### src/rtl/spice_seq_pkg.sv
// Shared types and width helpers for the phase sequencer and its step divider.
package spice_seq_pkg;

  typedef enum logic [1:0] {
    IDLE   = 2'd0,
    SETTLE = 2'd1,
    FLIP   = 2'd2,
    ACK    = 2'd3
  } seq_state_t;

  localparam int DEF_MIN_STEPS   = 8;
  localparam int DEF_MAX_STEPS   = 64;
  localparam int DEF_QUIET_STEPS = 4;
  localparam int DEF_STEP_DIV    = 2;
  localparam int DEF_CW          = 32;

  // $clog2 that never returns 0, so a 1-value counter still gets a real bit.
  function automatic int clog2_min1(input int v);
    return (v > 1) ? $clog2(v) : 1;
  endfunction

endpackage

### src/rtl/spice_step_divider.sv
// Integration step pacer: integ_en strobes on every STEP_DIV-th cycle while not cleared.
module spice_step_divider #(
  parameter int STEP_DIV = 2,
  parameter int DIV_W    = 1
) (
  input  logic clk,
  input  logic rst,
  input  logic clear,
  output logic strobe
);

  localparam logic [DIV_W-1:0] LAST = DIV_W'(STEP_DIV - 1);

  logic [DIV_W-1:0] cnt;

  assign strobe = !clear && (cnt == LAST);

  always_ff @(posedge clk or posedge rst) begin
    if (rst) begin
      cnt <= '0;
    end else if (clear || strobe) begin
      cnt <= '0;
    end else begin
      cnt <= cnt + 1'b1;
    end
  end

endmodule

### src/rtl/spice_phase_sequencer.sv
// Paces netlist integration steps and flips the emulated chip clock once node
// activity has settled, bounded by a min/max step count per phase.
module spice_phase_sequencer
  import spice_seq_pkg::*;
#(
  parameter int MIN_STEPS   = DEF_MIN_STEPS,
  parameter int MAX_STEPS   = DEF_MAX_STEPS,
  parameter int QUIET_STEPS = DEF_QUIET_STEPS,
  parameter int STEP_DIV    = DEF_STEP_DIV,
  parameter int CW          = DEF_CW
) (
  input  logic          eclk,
  input  logic          ereset,
  input  logic          run,
  input  logic          step_req,
  output logic          step_ack,
  input  logic          activity,
  output logic          integ_en,
  output logic          phi,
  output logic          phase_start,
  output logic          busy,
  output logic          timeout,
  output logic [CW-1:0] half_cycles
);

  localparam int STEP_W = clog2_min1(MAX_STEPS + 1);
  localparam int DIV_W  = clog2_min1(STEP_DIV);
  localparam int QW     = clog2_min1(QUIET_STEPS + 1);

  // step_req handshake: a request is taken only from IDLE with run=0; step_ack
  // rises after that phase flips and stays high until step_req drops.
  seq_state_t        state, state_nx;
  logic              single_mode;
  logic [STEP_W-1:0] step_cnt, step_nx;
  logic [QW-1:0]     quiet_cnt, quiet_nx;
  logic              strobe, settled, at_max, done;

  spice_step_divider #(
    .STEP_DIV (STEP_DIV),
    .DIV_W    (DIV_W)
  ) u_div (
    .clk    (eclk),
    .rst    (ereset),
    .clear  (state != SETTLE),
    .strobe (strobe)
  );

  assign integ_en    = strobe;
  assign busy        = (state == SETTLE) || (state == FLIP);
  assign phase_start = (state == FLIP);
  assign step_ack    = (state == ACK);

  // Counts as they will be after this strobe; the exit decision uses these.
  always_comb begin
    step_nx = step_cnt + 1'b1;
    if (activity) begin
      quiet_nx = '0;
    end else if (quiet_cnt == QW'(QUIET_STEPS)) begin
      quiet_nx = quiet_cnt;
    end else begin
      quiet_nx = quiet_cnt + 1'b1;
    end
    settled = (step_nx >= STEP_W'(MIN_STEPS)) && (quiet_nx == QW'(QUIET_STEPS));
    at_max  = (step_nx == STEP_W'(MAX_STEPS));
    done    = strobe && (settled || at_max);
  end

  always_comb begin
    state_nx = state;
    case (state)
      IDLE:    if (run || step_req) state_nx = SETTLE;
      SETTLE:  if (done) state_nx = FLIP;
      FLIP: begin
        if (single_mode)  state_nx = ACK;
        else if (run)     state_nx = SETTLE;
        else              state_nx = IDLE;
      end
      ACK:     if (!step_req) state_nx = IDLE;
      default: state_nx = IDLE;
    endcase
  end

  always_ff @(posedge eclk or posedge ereset) begin
    if (ereset) begin
      state       <= IDLE;
      single_mode <= 1'b0;
      step_cnt    <= '0;
      quiet_cnt   <= '0;
      phi         <= 1'b0;
      half_cycles <= '0;
      timeout     <= 1'b0;
    end else begin
      state <= state_nx;
      if (state == IDLE) single_mode <= !run;
      // Counters sit at zero outside SETTLE, so every phase entry starts clean.
      if (state != SETTLE) begin
        step_cnt  <= '0;
        quiet_cnt <= '0;
      end else if (strobe) begin
        step_cnt  <= step_nx;
        quiet_cnt <= quiet_nx;
      end
      if (done) begin
        phi         <= !phi;
        half_cycles <= half_cycles + 1'b1;
        if (at_max && !settled) timeout <= 1'b1;
      end
    end
  end

endmodule

### config.mk
export PLATFORM = sky130hd
export DESIGN_NAME = spice_phase_sequencer
export DESIGN_NICKNAME = d
export VERILOG_FILES = /design/src/rtl/spice_seq_pkg.sv /design/src/rtl/spice_step_divider.sv /design/src/rtl/spice_phase_sequencer.sv
export SDC_FILE = /design/constraint.sdc
export NUM_CORES = 1
export LEC_CHECK = 0
export BUFFER_PORTS_ARGS = -buffer_cell sky130_fd_sc_hd__buf_2
export CAP_MARGIN = 20
export CORE_MARGIN = 1
export CORE_UTILIZATION = 51
export DETAILED_ROUTE_END_ITERATION = 6
export PLACE_DENSITY = 0.82
export SETUP_SLACK_MARGIN = 0.1
export SLEW_MARGIN = 25
export SYNTH_ARGS = -nofsm -noshare
export SYNTH_HDL_FRONTEND = slang
export SYNTH_SLANG_ARGS = --single-unit
export TNS_END_PERCENT = 1
### constraint.sdc
create_clock -name eclk -period 2.2 [get_ports eclk]
set_clock_uncertainty 0.1 [all_clocks]
set_input_delay 0.11 -clock eclk [delete_from_list [all_inputs] [get_ports eclk]]
set_output_delay 0.11 -clock eclk [all_outputs]
set_load 0.02 [all_outputs]
Yosys cells after proc, flatten, opt, wreduce, memory -nomap -nowiden
Index checks and enable logic that the tools add are counted.

word-level totals
  input port bits = 5
  logic and storage cells = 52
  register bits after elaboration = 48
  output and inout port bits = 38

cells by class
  muxes and demuxes = 13
  equality and inequality tests = 10
  order comparisons = 1
  add/sub/neg operators = 4
  reductions and logical operators = 16

operators with widths
  kind                                                                number
  adder 32 x 1 -> 32 bit (second input constant)                      1
  2-to-1 mux 7 bit                                                    2
  2-to-1 mux 3 bit                                                    4
  2-to-1 mux 2 bit                                                    4
  case mux 2 bit (4 select lines)                                     1
  adder 7 x 1 -> 7 bit (second input constant)                        1
  == test 7 bit (second input constant)                               1
  greater-or-equal comparator 7 x 4 -> 1 bit (second input constant)  1
  == test 3 bit (second input constant)                               2
  inequality test 2 bit (second input constant)                       3
  == test 2 bit (second input constant)                               2
  logical AND 1 bit                                                   4
  logical NOT 1 bit                                                   4
  logical OR 1 bit                                                    4
  adder 3 x 1 -> 3 bit (second input constant)                        1
  AND reduction 3 bit                                                 1
  == test 2 x 1 -> 1 bit (second input constant)                      1
  logical NOT 2 bit                                                   1
  2-to-1 mux 1 bit                                                    2
  inequality test 2 x 1 -> 1 bit (second input constant)              1
  AND reduction 2 bit                                                 1
  nonzero test 2 bit                                                  1
  adder 1 bit (second input constant)                                 1

Longest topological paths before layout
Gate-level depths: netlist of run 1.

  depth in word-level cells = 9
  gate-level depth with buffers = 9
  depth with buffers taken out = 8

By module
A second synthesis of run 1 with hierarchy kept.

second synthesis, totals
  cell total of the unflattened synthesis = 241
  area, all modules = 2522.4 um^2

by module, submodules not included
  module                 instances  cells an instance  seq. area each (um^2)  area an instance (um^2)
  spice_phase_sequencer  1          237                1176.1                 2476.1
  spice_step_divider     1          4                  25.0                   46.3

Worst setup path after synthesis of run 1
Ideal clock, no wire load.

  kind = register to register
  start = reg quiet_cnt[0]
  end = reg half_cycles[8]
  setup slack = -100 ps
  period minus slack after synthesis = 2300 ps
  required time = 1969 ps
  path buffers = 1
  arrival time = 2069 ps
  setup time = 131 ps
  cell stages (with the launch flop) = 10
  cells stage by stage = dfrtp_1 inv_1 ha_1 nor3b_1 o21ai_0 a211oi_2 o221a_2 buf_6 nand4_1 xnor2_1

between the ends
  cells in the longest elaborated chain, start to end = 7
  elaborated cells between the ends (all ways) = 8
  classes of those cells = add/sub: 1; eq/ne: 2; mux: 2; reduce/logical: 3

ends and longest elaborated chain
  item                                                   line                                                      text
  from (decl)                                            spice_phase_sequencer.sv:35                               logic [QW-1:0] quiet_cnt, quiet_nx;
  from (signal assigned)                                 spice_phase_sequencer.sv:101                              quiet_cnt <= quiet_nx;
  adder 3 x 1 -> 3 bit or == test 3 bit (tied branches)  spice_phase_sequencer.sv:61, spice_phase_sequencer.sv:58
  2-to-1 mux 3 bit *                                     spice_phase_sequencer.sv:58                               end else if (quiet_cnt == QW'(QUIET_STEPS)) begin
  2-to-1 mux 3 bit *                                     spice_phase_sequencer.sv:56                               if (activity) begin
  == test 3 bit *                                        spice_phase_sequencer.sv:63                               settled = (step_nx >= STEP_W'(MIN_STEPS)) && (quiet_nx == QW'(QUIET_STEPS));
  logical AND 1 bit *                                    spice_phase_sequencer.sv:63
  logical OR 1 bit *                                     spice_phase_sequencer.sv:65                               done = strobe && (settled || at_max);
  logical AND 1 bit *                                    spice_phase_sequencer.sv:65
  to (signal assigned)                                   spice_phase_sequencer.sv:105                              half_cycles <= half_cycles + 1'b1;
  to (decl)                                              spice_phase_sequencer.sv:23                               output logic [CW-1:0] half_cycles

Mark *: on every way between the ends. The rest lies on a longest branch, timed or not.
A chain may end at the register's enable or synchronous reset.

Worst setup path after layout of run 1
  start = reg step_cnt[1]
  end = reg half_cycles[14]

between the ends
  cells in the longest elaborated chain, start to end = 5
  elaborated cells between the ends (all ways) = 6
  classes of those cells = add/sub: 1; order compare: 1; eq/ne: 1; reduce/logical: 3

ends and longest elaborated chain
  item                                        line                          text
  from (decl)                                 spice_phase_sequencer.sv:34   logic [STEP_W-1:0] step_cnt, step_nx;
  from (signal assigned)                      spice_phase_sequencer.sv:100  step_cnt <= step_nx;
  adder 7 x 1 -> 7 bit *                      spice_phase_sequencer.sv:55   step_nx = step_cnt + 1'b1;
  greater-or-equal comparator 7 x 4 -> 1 bit  spice_phase_sequencer.sv:63
  logical AND 1 bit                           spice_phase_sequencer.sv:63
  logical OR 1 bit *                          spice_phase_sequencer.sv:65
  logical AND 1 bit *                         spice_phase_sequencer.sv:65

Marks and branches as above.

==> results.yml, run 1 <==
logic_synthesis:
  ys_top_cells_by_area: "dfrtp_1, xnor2_1, ha_1, nand4_1, xor2_1"
  syn_area_mm2: 0.00262
  synth-edff-count: 0
  syn-num-nets: 257
  synth_top_area_share: 0.458
  yosys.area.top_type: "dfrtp_1"
  ys_ff_latch: 48
  ys_types: 49
  synthFlopType: "dfrtp_1"
  syn_avg_cell_area_um2: 10.8
  ys_warn_count: 0
  synthCells: 242
  ys_async_sr_fraction: 1.00
  ys_seq_area_frac: 0.458
die:
  die_y_um: 73.7
  initial_utilization: 0.541
  io_pins: 43
  die_w_um: 73.7
  core_mm2: 0.00485
  fp.dieArea_mm2: 0.00544
  rows: 25
routing:
  wirelength_um: 6550
  drt_iter0_markers: 140
  drc_errors: 0
  vias_per_cell: 5.61
  dr.pass1.iters: 4
  via_count: 2193
  routedWlPerCell_um: 16.7
  ant_nets: 0
placement:
  dp_cells: 375
  place.port_buffers: 42
  dp_slack_ps: -141
  dp_hpwl_um: 4080
  gp_congestion: 0.820
finish:
  antenna_cells: 0
  multi_input_area_mm2: 0.00149
  syn2layout_area_growth_pct: 32.6
  mostFrequentLayoutCells: "dfrtp_1, buf_2, buf_4"
  register_area_mm2: 0.00120
  fill_cells: 328
  fin_nets: 339
  finalNonFillerCells: 391
  final_common_cell: "dfrtp_1"
  drive_gt1_frac: 0.392
setup_path:
  r2r_end: "half_cycles[14]"
  reg2reg_from: "step_cnt[1]"
  path_delay_family: "compound AO/OA/AOI/OAI gates"
  r2r_cells: 8
  worst-path-buf-inv: 2
  worstSetupEndpointType: "register"
  crit_chain: "buf_6 > a311oi_4 > a31oi_4 > nor4_4 > o221ai_4 > buf_6 > nor3_2 > xor2_1"
  reg2reg_slack_ps: -170
  crit_top_cell: "buf_6"
  cp-start-kind: "register"
  critPathArrivalTime_ps: 2500
  critPathSlowestCell: "dfrtp_1"
  required_ps: 2330
  cp_max_fo: 8
  criticalPathCategory: "reg2reg"
  cp.depth: 8
  slowest_delay_ps: 400
run_status:
  status: "finished with violations"
  violations: "negative setup slack"
clock_network:
  cts_buffers: 5
  clockBufferDepth: 2
  ctsHtreeMaxLevel: 2
  cts_tree: "done"
  cts_root_buffer: "clkbuf_8"
  cts_sinks: 48
  clk_latency_ps: 310
  path_clk_slew_ps: 90
sta:
  relSlewSlack: 0.483
  finalSetupViolations: 34
  post-route-period-util: 1.08
  tightest_slew_ps: 774
  slew_viol_final: 0
  hold_violations: 0
  min_period_ps: 2370
  fmax_mhz: 421
  rsz0062_at_grt: "true"
  worst_slack_ps: -173
global_routing:
  grt_pass1_vias: 2134
  antenna_found_initial: 0
  grt_overflow_total: 0
  grt_pass1_wl_um: 10300
  grt_max_degree: 37
  grt.total_usage: 0.253
power_and_ir_drop:
  pwr_density_cell_mw_per_mm2: 658
  power_leakage_nw: 1.76
  peakVddDrop_uv: 540
  p_total_mw: 2.29
min_path:
  hold-path-endpoint: "single_mode"
  hp-class: "in2reg"
  holdCritStartpoint: "run"
  whs_path_depth: 3
job:
  cap_violations: 0
## through the flow
stage	TNS (ps)	util	area, µm²	hold WS (ps)
final	-3610	0.718	3480	17.4
after global routing	-6390	0.718	3480	44.5
after CTS	-1070	0.707	3430	25.0
after detailed placement	-1970	0.643	3120	191
after global placement	-822	0.643	3120	187
after floorplan	0	-	2650	209
## sequential cells by signal, indices dropped and copies added (netlist names)
signal,count
timeout,1
half_cycles,32
phi,1
quiet_cnt,3
step_cnt,7
single_mode,1
state,2
u_div.cnt,1
## worst register-to-register path: stages, from the launching register on
cell,delay (ps)
dfrtp_1,400
buf_6,150
a311oi_4,370
a31oi_4,80
nor4_4,360
o221ai_4,250
buf_6,210
nor3_2,190
xor2_1,200
## what timing repair did
action / in CTS / in global routing
endpoints found under the setup margin: 35 / 35
gates cloned: 1 / 0
hold endpoints to repair: 34 / 0
gates resized for setup: 20 / 5
hold buffers: 1 / 0
pin swaps: 18 / 3
setup buffers: 5 / 2
## logic make-up after synthesis
family	synth area share
fa+ha+maj	0.0477
simple gates	0.232
buf+inv	0.0410
mux	0.00763
compound gates	0.0739
xor+xnor	0.140
flops	0.458
## power by group
| part | internal [mW] | leakage (nW) | switching, mW |
|---|---|---|---|
| combinational | 0.234 | 1.06 | 0.320 |
| clock | 0.448 | 0.0642 | 0.313 |
| sequential | 0.931 | 0.636 | 0.0459 |
## synthesized netlist by cell type, drive strengths merged (2+ instances only)
master  instances
a211oi          2
a21oi           2
a31oi           2
and2            9
and3            8
and3b           2
and4            3
buf             7
dfrtp          48
ha             10
inv            12
mux2i           2
nand2          13
nand3          13
nand3b          2
nand4          17
nor2            6
nor2b           4
nor3           12
nor4            5
o21a            2
o21ai           5
o221ai          2
or3             2
xnor2          31
xor2           10
## layout make-up
cell class	count	share of cell area
tap	67	0.0241
sequential	48	0.346
timing repair buffer	82	0.153
clock buffer	5	0.0198
multi-input combinational	175	0.428
clock inverter	2	0.0173
inverter	12	0.0129
## how the worst max path moves through the flow
stage / to / startpoint
after CTS: half_cycles[13] / step_cnt[0]
after floorplan: half_cycles[8] / quiet_cnt[0]
final: half_cycles[14] / step_cnt[1]
after global routing: state[1] / step_cnt[0]
after detailed placement: half_cycles[13] / step_cnt[0]
after global placement: half_cycles[9] / step_cnt[0]
## metal layers
metal	GRT usage	routed length, µm
met5	0	0
met4	0.0919	153
met3	0.0439	314
met2	0.411	3220
met1	0.340	2860
No activity file was read; power rests on OpenSTA's default activity.
==> inputs of run 2 (changes only) <==
Settings changed: PLACE_DENSITY 0.82 to 0.87.
==> run 2 against run 1 <==
Net effect: routed wire length decreased by 4.1%; non-clock buffer count decreased by 4; sequential power decreased by 0.7%; the flow still finishes with violations (negative setup slack); final area decreased by 0.93%; maximum frequency increased by 2.3%; first-iteration DRC count decreased by 14%; register-to-register slack improved by 50 ps; utilization decreased by 0.67 points; count of clock-buffer cells in the layout increased by 1; cell count decreased by 0.77%; combinational power increased by 0.9%; setup slack improved by 52 ps; highest routed layer unchanged.
==> results.yml, run 2 (synthesis gave the netlist of run 1 again) <==
run_status:
  status: "finished with violations"
  violations: "negative setup slack"
routing:
  drc_errors: 0
  ant_nets: 0
  vias_per_cell: 5.72
  drt_iter0_markers: 121
  routedWlPerCell_um: 16.2
  via_count: 2218
  dr.pass1.iters: 5
  wirelength_um: 6280
clock_network:
  cts_root_buffer: "clkbuf_8"
  clockBufferDepth: 2
  cts_sinks: 48
  ctsHtreeMaxLevel: 2
  path_clk_slew_ps: 90
  cts_tree: "done"
  cts_buffers: 5
  clk_latency_ps: 300
finish:
  antenna_cells: 0
  mostFrequentLayoutCells: "dfrtp_1, buf_2, buf_4"
  fin_nets: 335
  reg_top3: "half_cycles: 32 flops, step_cnt: 7 flops, quiet_cnt: 3 flops"
  largest_register: "half_cycles"
  drive_gt1_frac: 0.408
  final_common_cell: "dfrtp_1"
  syn2layout_area_growth_pct: 31.4
  largest_reg_flops: 32
  fin_area_mm2: 0.00345
global_routing:
  grt_max_degree: 30
  grt_overflow_total: 0
  grt_pass1_vias: 2155
  antenna_found_initial: 0
  grt.total_usage: 0.236
  grt_pass1_wl_um: 9890
sta:
  post-route-period-util: 1.05
  slew_viol_final: 0
  fin_hold_ws_ps: 20.4
  rsz0062_at_grt: "true"
  relSlewSlack: 0.587
  fmax_mhz: 431
  min_period_ps: 2320
  tightest_slew_ps: 618
  fin_setup_tns_ps: -1610
  finalSetupViolations: 27
  worst_slack_ps: -121
  hold_violations: 0
setup_path:
  critPathSlowestCell: "dfrtp_1"
  criticalPathCategory: "reg2reg"
  worstSetupEndpointType: "register"
  cp-start-kind: "register"
  cp_max_fo: 6
  crit_chain: "buf_6 > a311oi_2 > a31oi_2 > buf_4 > nor4_4 > buf_4 > o221ai_4 > buf_6 > nor3_4 > xor2_1"
  required_ps: 2310
  critPathArrivalTime_ps: 2440
  slowest_delay_ps: 430
  path_delay_family: "buffers and inverters"
  worst-path-buf-inv: 4
power_and_ir_drop:
  p_total_mw: 2.09
  power_leakage_nw: 1.74
  pwr_density_cell_mw_per_mm2: 605
  peakVddDrop_uv: 559
job:
  cap_violations: 0
placement:
  dp_hpwl_um: 4150
  gp_congestion: 0.852
  placed_area_mm2: 0.00310
  dp_slack_ps: -176
  place.port_buffers: 42
die:
  initial_utilization: 0.541
  fp.dieArea_mm2: 0.00544
  die_y_um: 73.7
  io_pins: 43
  core_mm2: 0.00485
  die_w_um: 73.7
  rows: 25
min_path:
  hp-class: "in2reg"
==> run 2: changes by cell type in the layout (fill, tap and decap cells not counted), moves of 2 or more <==
cell and delta:
xnor2_1 -2, xnor2_2 +2, clkinvlp_4 +2, nor3_1 -2
bufinv_16 -2, nor2_2 +4, nor3_4 +2, buf_4 -4
nor2_1 -4
==> run 2: final cells by class <==
type	instances	area [µm²]
Inverter	12	45.0
Timing Repair Buffer	78	502
Multi-Input combinational cell	175	1520
Tap cell	67	83.8
Clock inverter	2	15.0
Fill cell	312	1400
Sequential cell	48	1200
Clock buffer	6	82.6
==> run 2: final timing paths <==
check | start | to | slack [ps] | cells after the start
min in group asynchronous | ereset | quiet_cnt[2] | 330 | 3
worst max-delay path | step_cnt[1] | half_cycles[13] | -120 | 10
max in group asynchronous | ereset | half_cycles[26] | 1080 | 4
worst min register to register | half_cycles[31] | half_cycles[31] | 370 | 1
worst max register to register | step_cnt[1] | half_cycles[13] | -120 | 10
worst min-delay path | run | single_mode | 20 | 3
==> run 2: worst min-delay path, delay by kind of cell <==
family,cells,cell delay (ps)
compound gates,1,80
buf+inv,1,80
simple gates,1,100
==> run 2: per-stage QoR <==
stage | instances | utilization
finish | 388 | 0.711
global route | 388 | 0.711
CTS | 385 | 0.681
detailed placement | 373 | 0.640
global placement | 373 | 0.640
floorplan | 242 | -
==> run 2: metal layers <==
layer,track usage,share of wire,up-vias
met5,0,0,-
met4,0.0855,0.021,0
met3,0.0329,0.045,16
met2,0.396,0.50,87
met1,0.311,0.43,1105
li1,-,-,1010
==> run 2: where the power goes <==
group | total, mW | switching, mW | internal (mW)
Combinational | 0.559 | 0.321 | 0.239
Sequential | 0.970 | 0.0388 | 0.931
Clock | 0.557 | 0.302 | 0.255
Total | 2.09 | 0.661 | 1.42
==> run 2: what timing repair did <==
item / in CTS / in global routing
hold endpoints to repair: 27 / 0
buffers inserted: 2 / 3
hold buffers: 1 / 0
setup endpoints to repair: 35 / 35
gates resized for setup: 9 / 23
gates cloned: 1 / 0
pin swaps: 14 / 18
==> inputs of run 3 (changes only) <==
Settings changed: CORE_UTILIZATION 51 to 53, CTS_BUF_LIST set to sky130_fd_sc_hd__clkbuf_8, PLACE_DENSITY 0.87 to 0.9.
==> run 3 against run 2 <==
Net effect: the run still ends with negative setup slack left; utilization increased by 3.7 points; combinational power increased by 2%; count of clock-buffer cells in the layout unchanged; maximum frequency decreased by 0.40%; final area increased by 3.2%; global-route usage increased by 4.2 points; power increased by 7.1%; critical endpoint is now state[1]; non-clock buffer count increased by 6; critical path type unchanged; first-iteration DRC count increased by 57%.
==> results.yml, run 3 (synthesis gave the netlist of run 1 again) <==
finish:
  fin_nets: 341
  drive_gt1_frac: 0.416
  reg_top3: "half_cycles: 32 flops, step_cnt: 7 flops, quiet_cnt: 3 flops"
  antenna_cells: 0
  largest_register: "half_cycles"
  final_common_cell: "dfrtp_1"
  multi_input_area_mm2: 0.00154
  fill_cells: 289
  largest_reg_flops: 32
  finalNonFillerCells: 394
  syn2layout_area_growth_pct: 35.6
  register_area_mm2: 0.00120
  mostFrequentLayoutCells: "dfrtp_1, buf_2, buf_4"
power_and_ir_drop:
  p_total_mw: 2.23
  power_leakage_nw: 1.83
  pwr_density_cell_mw_per_mm2: 628
  peakVddDrop_uv: 739
global_routing:
  grt_max_degree: 40
  grt_overflow_total: 0
  antenna_found_initial: 0
  grt_pass1_vias: 2234
  grt_pass1_wl_um: 11000
  grt.total_usage: 0.278
setup_path:
  crit_chain: "ha_4 > and4_1 > nand2_2 > xnor2_4 > o221ai_4 > buf_6 > and3_2 > a211o_1"
  critPathArrivalTime_ps: 2440
  cp_max_fo: 4
  critPathSlowestCell: "dfrtp_1"
  slowest_delay_ps: 440
  required_ps: 2310
  criticalPathCategory: "reg2reg"
  worstSetupEndpointType: "register"
  cp-start-kind: "register"
  r2r_cells: 8
clock_network:
  clk_latency_ps: 320
  cts_root_buffer: "clkbuf_8"
  cts_sinks: 48
  path_clk_slew_ps: 90
  clockBufferDepth: 2
  cts_tree: "done"
  ctsHtreeMaxLevel: 2
  cts_buffers: 5
sta:
  worst_slack_ps: -130
  rsz0062_at_grt: "true"
  hold_violations: 0
  min_period_ps: 2330
  slew_viol_final: 0
  post-route-period-util: 1.06
  fmax_mhz: 429
  finalSetupViolations: 29
  tightest_slew_ps: 660
  relSlewSlack: 0.555
  fin_setup_tns_ps: -1660
die:
  io_pins: 43
  die_y_um: 72.4
  die_w_um: 72.4
  initial_utilization: 0.552
  core_mm2: 0.00475
  fp.dieArea_mm2: 0.00524
  rows: 25
run_status:
  status: "finished with violations"
  violations: "negative setup slack"
routing:
  drc_errors: 0
  ant_nets: 0
  via_count: 2274
  drt_iter0_markers: 190
  routedWlPerCell_um: 17.7
  vias_per_cell: 5.77
  dr.pass1.iters: 4
  wirelength_um: 6960
job:
  cap_violations: 0
placement:
  dp_cells: 372
  dp_slack_ps: -130
  dp_hpwl_um: 4010
  gp_congestion: 0.830
  place.port_buffers: 42
min_path:
  whs_path_depth: 3
  hp-class: "in2reg"
## run 3: cell types whose count changed in the layout (fill, tap and decap cells not counted), sizes merged
cell / change
buf: +6
clkinvlp: -2
bufinv: +1
clkinv: +1
o221a: +1
o221ai: -1
## run 3: stage by stage
| stage | util | instance area, µm² | hold WS [ps] |
|---|---|---|---|
| finish | 0.748 | 3560 | 14.3 |
| floorplan | - | 2650 | 209 |
| global route | 0.748 | 3560 | 34.8 |
| global placement | 0.651 | 3100 | -68.6 |
| detailed placement | 0.651 | 3100 | -66.4 |
| CTS | 0.737 | 3500 | 19.9 |
## run 3: area by class of cell
cell class | instances | area share
clock buffers | 6 | 0.0232
multi-input cells | 175 | 0.432
inverters | 12 | 0.0127
flip-flops and latches | 48 | 0.338
repair buffers | 84 | 0.159
clock inverters | 2 | 0.0109
well taps | 67 | 0.0236
## run 3: repair_timing
item,in CTS,in global routing
hold buffers,1,0
gates cloned,1,0
pin swaps,21,17
setup buffers,9,3
resized for setup,35,7
setup endpoints to repair,35,35
hold endpoints to repair,9,0
## run 3: power breakdown
group          internal [mW]  switching, mW
clock                  0.372          0.307
sequential             0.931         0.0528
combinational          0.244          0.327
## run 3: routing by layer
layer	share of wire	track usage	wire length [µm]
met1	0.41	0.332	2830
met2	0.51	0.483	3520
met3	0.050	0.0597	350
met4	0.038	0.122	268
met5	0	0	0
## run 3: worst max-delay path, delay by kind of cell, from the launching register on
| family | cells | cell delay [ps] |
|---|---|---|
| simple gates | 3 | 590 |
| flops | 1 | 440 |
| compound gates | 2 | 440 |
| xor+xnor | 1 | 260 |
| fa+ha+maj | 1 | 210 |
| buf+inv | 1 | 180 |
## run 3: worst paths after layout
kind	start	slack (ps)	endpoint
hold / removal	run	10	single_mode
setup / recovery	step_cnt[1]	-130	state[1]
setup reg to reg	step_cnt[1]	-130	state[1]
max in group asynchronous	ereset	1080	half_cycles[7]
hold reg to reg	phi	380	phi
min in group asynchronous	ereset	150	quiet_cnt[1]
